### config.mk
export PLATFORM = sky130hd
export DESIGN_NAME = sync_fifo_cs_flat
export DESIGN_NICKNAME = d
export VERILOG_FILES = /design/src/rtl/fifo_pkg.sv /design/src/rtl/sync_fifo_cs_if.sv /design/src/rtl/fifo_mem.sv /design/src/rtl/sync_fifo_cs.sv /design/src/flat_wrapper.sv
export SDC_FILE = /design/constraint.sdc
export NUM_CORES = 1
export LEC_CHECK = 0
export ABC_AREA = 1
export CAP_MARGIN = 15
export CORE_MARGIN = 8
export CORE_UTILIZATION = 60
export CTS_CLUSTER_SIZE = 8
export DETAILED_ROUTE_END_ITERATION = 12
export HOLD_SLACK_MARGIN = 0.12
export PLACE_DENSITY = 0.89
export SLEW_MARGIN = 40
export SYNTH_ARGS = -nofsm -noshare
export SYNTH_HDL_FRONTEND = slang
export SYNTH_SLANG_ARGS = --single-unit
### constraint.sdc
create_clock -name i_clk -period 2.8 [get_ports i_clk]
set_input_delay 0.42 -clock i_clk [delete_from_list [all_inputs] [get_ports i_clk]]
set_output_delay 0.42 -clock i_clk [all_outputs]
set_load 0.05 [all_outputs]
### src/rtl/fifo_pkg.sv
// Shared defaults, derived widths and types for the chip-select synchronous FIFO.
package fifo_pkg;

    localparam int unsigned DATA_WIDTH_DEF = 8;
    localparam int unsigned DEPTH_DEF      = 16;
    localparam int unsigned PTR_W          = $clog2(DEPTH_DEF);
    localparam int unsigned CNT_W          = PTR_W + 1;

    typedef logic [DATA_WIDTH_DEF-1:0] data_t;

    // Bit order {write accepted, read accepted} so the pair casts straight in.
    typedef enum logic [1:0] {
        OP_IDLE = 2'b00,
        OP_RD   = 2'b01,
        OP_WR   = 2'b10,
        OP_BOTH = 2'b11
    } fifo_op_e;

endpackage

### src/rtl/sync_fifo_cs_if.sv
// Write/read port bundle of sync_fifo_cs; master drives requests, slave is the FIFO.
interface sync_fifo_cs_if
    import fifo_pkg::*;
#(
    parameter int unsigned DATA_WIDTH = DATA_WIDTH_DEF,
    parameter int unsigned DEPTH      = DEPTH_DEF
);
    localparam int unsigned CW = $clog2(DEPTH) + 1;

    logic                  i_wr_cs;
    logic                  i_wr_en;
    logic [DATA_WIDTH-1:0] i_data_in;
    logic                  i_rd_cs;
    logic                  i_rd_en;
    logic [DATA_WIDTH-1:0] o_data_out;
    logic                  o_full;
    logic                  o_empty;
    logic [CW-1:0]         o_count;
    logic                  o_overflow;
    logic                  o_underflow;

    modport master (
        output i_wr_cs, i_wr_en, i_data_in, i_rd_cs, i_rd_en,
        input  o_data_out, o_full, o_empty, o_count, o_overflow, o_underflow
    );

    modport slave (
        input  i_wr_cs, i_wr_en, i_data_in, i_rd_cs, i_rd_en,
        output o_data_out, o_full, o_empty, o_count, o_overflow, o_underflow
    );

endinterface

### src/rtl/fifo_mem.sv
// DEPTH x DATA_WIDTH register array: synchronous write port, registered read port, no reset.
module fifo_mem #(
    parameter int unsigned DATA_WIDTH = 8,
    parameter int unsigned DEPTH      = 16,
    localparam int unsigned AW        = $clog2(DEPTH)
) (
    input  logic                  clk,
    input  logic                  wr_en,
    input  logic [AW-1:0]         wr_addr,
    input  logic [DATA_WIDTH-1:0] wr_data,
    input  logic                  rd_en,
    input  logic [AW-1:0]         rd_addr,
    output logic [DATA_WIDTH-1:0] rd_data
);

    logic [DATA_WIDTH-1:0] mem_q [DEPTH];
    logic [DATA_WIDTH-1:0] rd_data_q;

    always_ff @(posedge clk) begin
        if (wr_en) begin
            mem_q[wr_addr] <= wr_data;
        end
        if (rd_en) begin
            rd_data_q <= mem_q[rd_addr];
        end
    end

    assign rd_data = rd_data_q;

endmodule

### src/rtl/sync_fifo_cs.sv
// Synchronous FIFO with chip-selected write/read ports, occupancy count and
// one-cycle overflow/underflow pulses. Storage lives in fifo_mem.
module sync_fifo_cs
    import fifo_pkg::*;
#(
    parameter int unsigned DATA_WIDTH = DATA_WIDTH_DEF,
    parameter int unsigned DEPTH      = DEPTH_DEF
) (
    input  logic           i_clk,
    input  logic           i_rst,
    sync_fifo_cs_if.slave  bus
);

    localparam int unsigned PW = $clog2(DEPTH);
    localparam int unsigned CW = PW + 1;

    logic [PW-1:0] wr_ptr_q, wr_ptr_d;
    logic [PW-1:0] rd_ptr_q, rd_ptr_d;
    logic [CW-1:0] count_q, count_d;
    logic          overflow_q, overflow_d;
    logic          underflow_q, underflow_d;
    logic          rd_valid_q, rd_valid_d;

    logic                  wr_req, rd_req;
    logic                  wr_accept, rd_accept;
    logic                  full, empty;
    logic [DATA_WIDTH-1:0] mem_rd_data;
    fifo_op_e              op;

    assign full  = (count_q == CW'(DEPTH));
    assign empty = (count_q == '0);

    assign wr_req = bus.i_wr_cs & bus.i_wr_en;
    assign rd_req = bus.i_rd_cs & bus.i_rd_en;

    // Gating with i_rst keeps the array untouched while reset is held.
    assign wr_accept = wr_req & ~full  & ~i_rst;
    assign rd_accept = rd_req & ~empty & ~i_rst;

    always_comb begin
        op          = fifo_op_e'({wr_accept, rd_accept});
        wr_ptr_d    = wr_ptr_q;
        rd_ptr_d    = rd_ptr_q;
        count_d     = count_q;
        overflow_d  = wr_req & full;
        underflow_d = rd_req & empty;
        rd_valid_d  = rd_valid_q | rd_accept;

        if (wr_accept) begin
            wr_ptr_d = wr_ptr_q + PW'(1);
        end
        if (rd_accept) begin
            rd_ptr_d = rd_ptr_q + PW'(1);
        end

        case (op)
            OP_WR:   count_d = count_q + CW'(1);
            OP_RD:   count_d = count_q - CW'(1);
            default: count_d = count_q;
        endcase
    end

    always_ff @(posedge i_clk or posedge i_rst) begin
        if (i_rst) begin
            wr_ptr_q    <= '0;
            rd_ptr_q    <= '0;
            count_q     <= '0;
            overflow_q  <= 1'b0;
            underflow_q <= 1'b0;
            rd_valid_q  <= 1'b0;
        end else begin
            wr_ptr_q    <= wr_ptr_d;
            rd_ptr_q    <= rd_ptr_d;
            count_q     <= count_d;
            overflow_q  <= overflow_d;
            underflow_q <= underflow_d;
            rd_valid_q  <= rd_valid_d;
        end
    end

    fifo_mem #(
        .DATA_WIDTH (DATA_WIDTH),
        .DEPTH      (DEPTH)
    ) u_mem (
        .clk     (i_clk),
        .wr_en   (wr_accept),
        .wr_addr (wr_ptr_q),
        .wr_data (bus.i_data_in),
        .rd_en   (rd_accept),
        .rd_addr (rd_ptr_q),
        .rd_data (mem_rd_data)
    );

    // The array has no reset, so output data reads as zero until the first
    // accepted read after reset has reloaded the read register.
    assign bus.o_data_out  = rd_valid_q ? mem_rd_data : '0;
    assign bus.o_full      = full;
    assign bus.o_empty     = empty;
    assign bus.o_count     = count_q;
    assign bus.o_overflow  = overflow_q;
    assign bus.o_underflow = underflow_q;

endmodule

### src/flat_wrapper.sv
// flat-port wrapper written by rule: the top's interface ports become plain ports
module sync_fifo_cs_flat import fifo_pkg::*;
#(
    parameter int unsigned DATA_WIDTH = DATA_WIDTH_DEF,
    parameter int unsigned DEPTH      = DEPTH_DEF
)
  (i_clk, i_rst, bus_i_wr_cs, bus_i_wr_en, bus_i_data_in, bus_i_rd_cs, bus_i_rd_en, bus_o_data_out, bus_o_full, bus_o_empty, bus_o_count, bus_o_overflow, bus_o_underflow);
  sync_fifo_cs_if #(.DATA_WIDTH(DATA_WIDTH), .DEPTH(DEPTH)) bus_i ();
  input  logic i_clk;
  input  logic i_rst;
  input wire logic [$bits(bus_i.i_wr_cs)-1:0] bus_i_wr_cs;
  input wire logic [$bits(bus_i.i_wr_en)-1:0] bus_i_wr_en;
  input wire logic [$bits(bus_i.i_data_in)-1:0] bus_i_data_in;
  input wire logic [$bits(bus_i.i_rd_cs)-1:0] bus_i_rd_cs;
  input wire logic [$bits(bus_i.i_rd_en)-1:0] bus_i_rd_en;
  output wire logic [$bits(bus_i.o_data_out)-1:0] bus_o_data_out;
  output wire logic [$bits(bus_i.o_full)-1:0] bus_o_full;
  output wire logic [$bits(bus_i.o_empty)-1:0] bus_o_empty;
  output wire logic [$bits(bus_i.o_count)-1:0] bus_o_count;
  output wire logic [$bits(bus_i.o_overflow)-1:0] bus_o_overflow;
  output wire logic [$bits(bus_i.o_underflow)-1:0] bus_o_underflow;
  assign bus_i.i_wr_cs = bus_i_wr_cs;
  assign bus_i.i_wr_en = bus_i_wr_en;
  assign bus_i.i_data_in = bus_i_data_in;
  assign bus_i.i_rd_cs = bus_i_rd_cs;
  assign bus_i.i_rd_en = bus_i_rd_en;
  assign bus_o_data_out = bus_i.o_data_out;
  assign bus_o_full = bus_i.o_full;
  assign bus_o_empty = bus_i.o_empty;
  assign bus_o_count = bus_i.o_count;
  assign bus_o_overflow = bus_i.o_overflow;
  assign bus_o_underflow = bus_i.o_underflow;
  sync_fifo_cs #(.DATA_WIDTH(DATA_WIDTH), .DEPTH(DEPTH)) u_core (.i_clk(i_clk), .i_rst(i_rst), .bus(bus_i));
endmodule
==> impl_metrics.py <==
metrics = {
    "clock_tree": {
        "root_buffer": "clkbuf_8",
        "insertion_delay_ps": 530,
        "htree_levels": 4,
        "numCtsBuffers": 17,
        "postCtsResizedCells": 0,
        "cts.hold.buffers_added": 0,
        "cts_tree": "yes",
        "postCtsSetupRepairBufs": 0,
        "cts_buffer_depth": 2,
        "clkTransAtPathRegs_ps": 60,
        "cts_num_sinks": 152,
    },
    "route": {
        "drc": 0,
        "dr.first_iter.drc_count": 595,
        "num_vias": 4391,
        "routedWlPerCell_um": 17.9,
        "drt_first_pass_iters": 6,
        "via_per_inst": 5.72,
        "wl_um": 13700,
        "antenna_left": 0,
    },
    "logic_synthesis": {
        "ys_seq_area_share_pct": 69.1,
        "synthCells": 564,
        "ys_warn_count": 0,
        "synth_area_mm2": 0.00649,
        "synthArstFlopShare_pct": 10.5,
        "syn_avg_cell_area_um2": 11.5,
        "synthFlopType": "edfxtp_1",
        "synth-seq-cells": 152,
        "synth_top_area_share_pct": 62.9,
        "yosys.area.top_type": "edfxtp_1",
        "synthTopCellsByArea": "edfxtp_1 (63%), dfrtp_1 (6.2%), o211ai_1 (5.9%)",
        "ys_types": 22,
        "synth_edf_count": 136,
        "mappedNetlistNets": 586,
    },
    "critical_path": {
        "crit_path_end_kind": "output port",
        "startpoint_type": "flop",
        "crit_arrival_ps": 2150,
        "worstPathRequired_ps": 2380,
        "worstPathMaxFanout": 5,
        "critical_path_class": "flop to output port",
    },
    "sta": {
        "holdWs_ps": 357,
        "setup_viol": 0,
        "hold_viol": 0,
        "skew_ps": 4.53,
        "max_slew_margin_pct": 51.2,
        "tightest_slew_ps": 732,
        "grt_setup_unrepaired": "false",
        "final_min_period_over_clock_period_pct": 91.7,
        "fmax_mhz": 389,
        "drv_slew": 0,
        "setup_slack_ps": 231,
        "fin_tns_setup_ps": 0,
        "finalCriticalPeriod_ps": 2570,
    },
    "cells_and_area": {
        "fill_cells": 653,
        "synthToLayoutAreaGrowth_pct": 18.2,
        "mostFrequentLayoutCells": "edfxtp_1 (136), nand2_1 (101), inv_1 (95)",
        "diodes": 0,
        "multi_input_area_mm2": 0.00150,
        "layout.nets": 636,
        "drive_gt1_share_pct": 10.2,
        "regArea_mm2": 0.00449,
        "final_common_cell": "edfxtp_1",
    },
    "global_route": {
        "antenna_found_initial": 0,
        "grt_first_pass_wirelength_um": 22300,
        "grt_pass1_vias": 4422,
        "track_usage_pct": 20.3,
        "use_met2_pct": 34.8,
        "top_usage_layer": "met2",
        "grt_max_degree": 69,
        "groute.layer.met3.usage_pct": 5.82,
        "gr-total-overflow": 0,
        "use_met1_pct": 23.5,
    },
    "floorplan": {
        "dieArea_mm2": 0.0144,
        "die_y_um": 120,
        "io_pins": 31,
        "fp.dieW_um": 120,
        "start_util_pct": 60.7,
        "core_area_mm2": 0.0107,
        "row_count": 38,
    },
    "placement": {
        "gp_congestion": 0.885,
        "port_buffers": 30,
        "dp_hpwl_um": 8790,
        "pre_cts_ws_ps": 224,
    },
    "run_status": {
        "status": "finished clean",
    },
    "power": {
        "power_per_cell_area_mw_per_mm2": 977,
        "p_leak_nw": 3.07,
        "peakVddDrop_mv": 0.746,
    },
    "job": {
        "cap_viol_max_count": 0,
    },
    "hold_path": {
        "min_path_type": "input port to async pin",
    },
}
==> per-layer routing <==
metal	vias up	wire, um
li1	2033	-
met1	2079	5140
met2	243	7020
met3	36	1230
met4	0	318
met5	-	0
==> kinds of logic after synthesis <==
group / share of synthesized area, %
buffers and inverters: 7.80
and+or+nand+nor: 12.0
adders and majority gates: 1.54
xor gates and xnor gates: 1.21
AOI/OAI and AO/OA: 8.36
DFF: 69.1
==> area by class of cell <==
class	count	share of cell area, %
clock buffers	19	5.50
clock inverters	13	2.64
inverters	101	4.94
multi-input cells	285	19.6
flip-flops and latches	152	58.5
well taps	140	2.28
repair buffers	57	6.56
==> per-stage QoR <==
step / power [mW] / util (%) / cells / cell area, um^2
6_report: 7.50 / 71.7 / 767 / 7670
2_1_floorplan: 4.49 / - / 564 / 6490
3_5_place_dp: 5.11 / 65.9 / 735 / 7050
4_1_cts: 7.49 / 71.7 / 767 / 7670
5_1_grt: 7.85 / 71.7 / 767 / 7670
3_3_place_gp: 4.98 / 65.9 / 735 / 7050
==> registers in the layout (all words and copies together), names as in the netlist <==
signal and count:
u_core.u_mem.mem_q 128, u_core.rd_valid_q 1, u_core.wr_ptr_q 4, u_core.bus.o_overflow 1, u_core.bus.o_underflow 1, u_core.rd_ptr_q 4, u_core.u_mem.rd_data 8, u_core.bus.o_count 5
==> critical path: stages (launching register included) <==
cell and delay (ps):
dfrtp_1 430, nor2_1 150, nand4_1 150, inv_1 100, clkdlybuf4s50_1 800
==> report_power, final <==
group,internal [mW],switching (mW)
clock,1.53,0.857
combinational,0.727,1.39
sequential,2.67,0.312
total,4.93,2.56
==> final timing paths <==
path | start | to | slack, ps | cells after the start
worst min-delay path | i_rst | u_core.bus.o_underflow | 360 | 2
worst min register to register | u_core.bus.o_count[2] | u_core.bus.o_count[2] | 580 | 2
worst max-delay path | u_core.bus.o_count[1] | bus_o_empty | 230 | 4
min in group i_clk | bus_i_wr_cs | u_core.bus.o_overflow | 450 | 3
max in group asynchronous | i_rst | u_core.rd_ptr_q[0] | 1990 | 2
worst max register to register | u_core.bus.o_count[1] | u_core.bus.o_count[4] | 530 | 16
==> cells in the mapped netlist (5+ instances only) <==
library cell,count
o211ai_1,51
ha_1,8
dfrtp_1,16
inv_2,6
nand3_1,56
nand2_1,101
o21ai_1,9
o21ai_0,10
xor2_1,5
edfxtp_1,136
nor2_1,20
inv_1,95
buf_2,18
a21oi_1,13
Note: power is estimated with default switching activity, not from simulation.
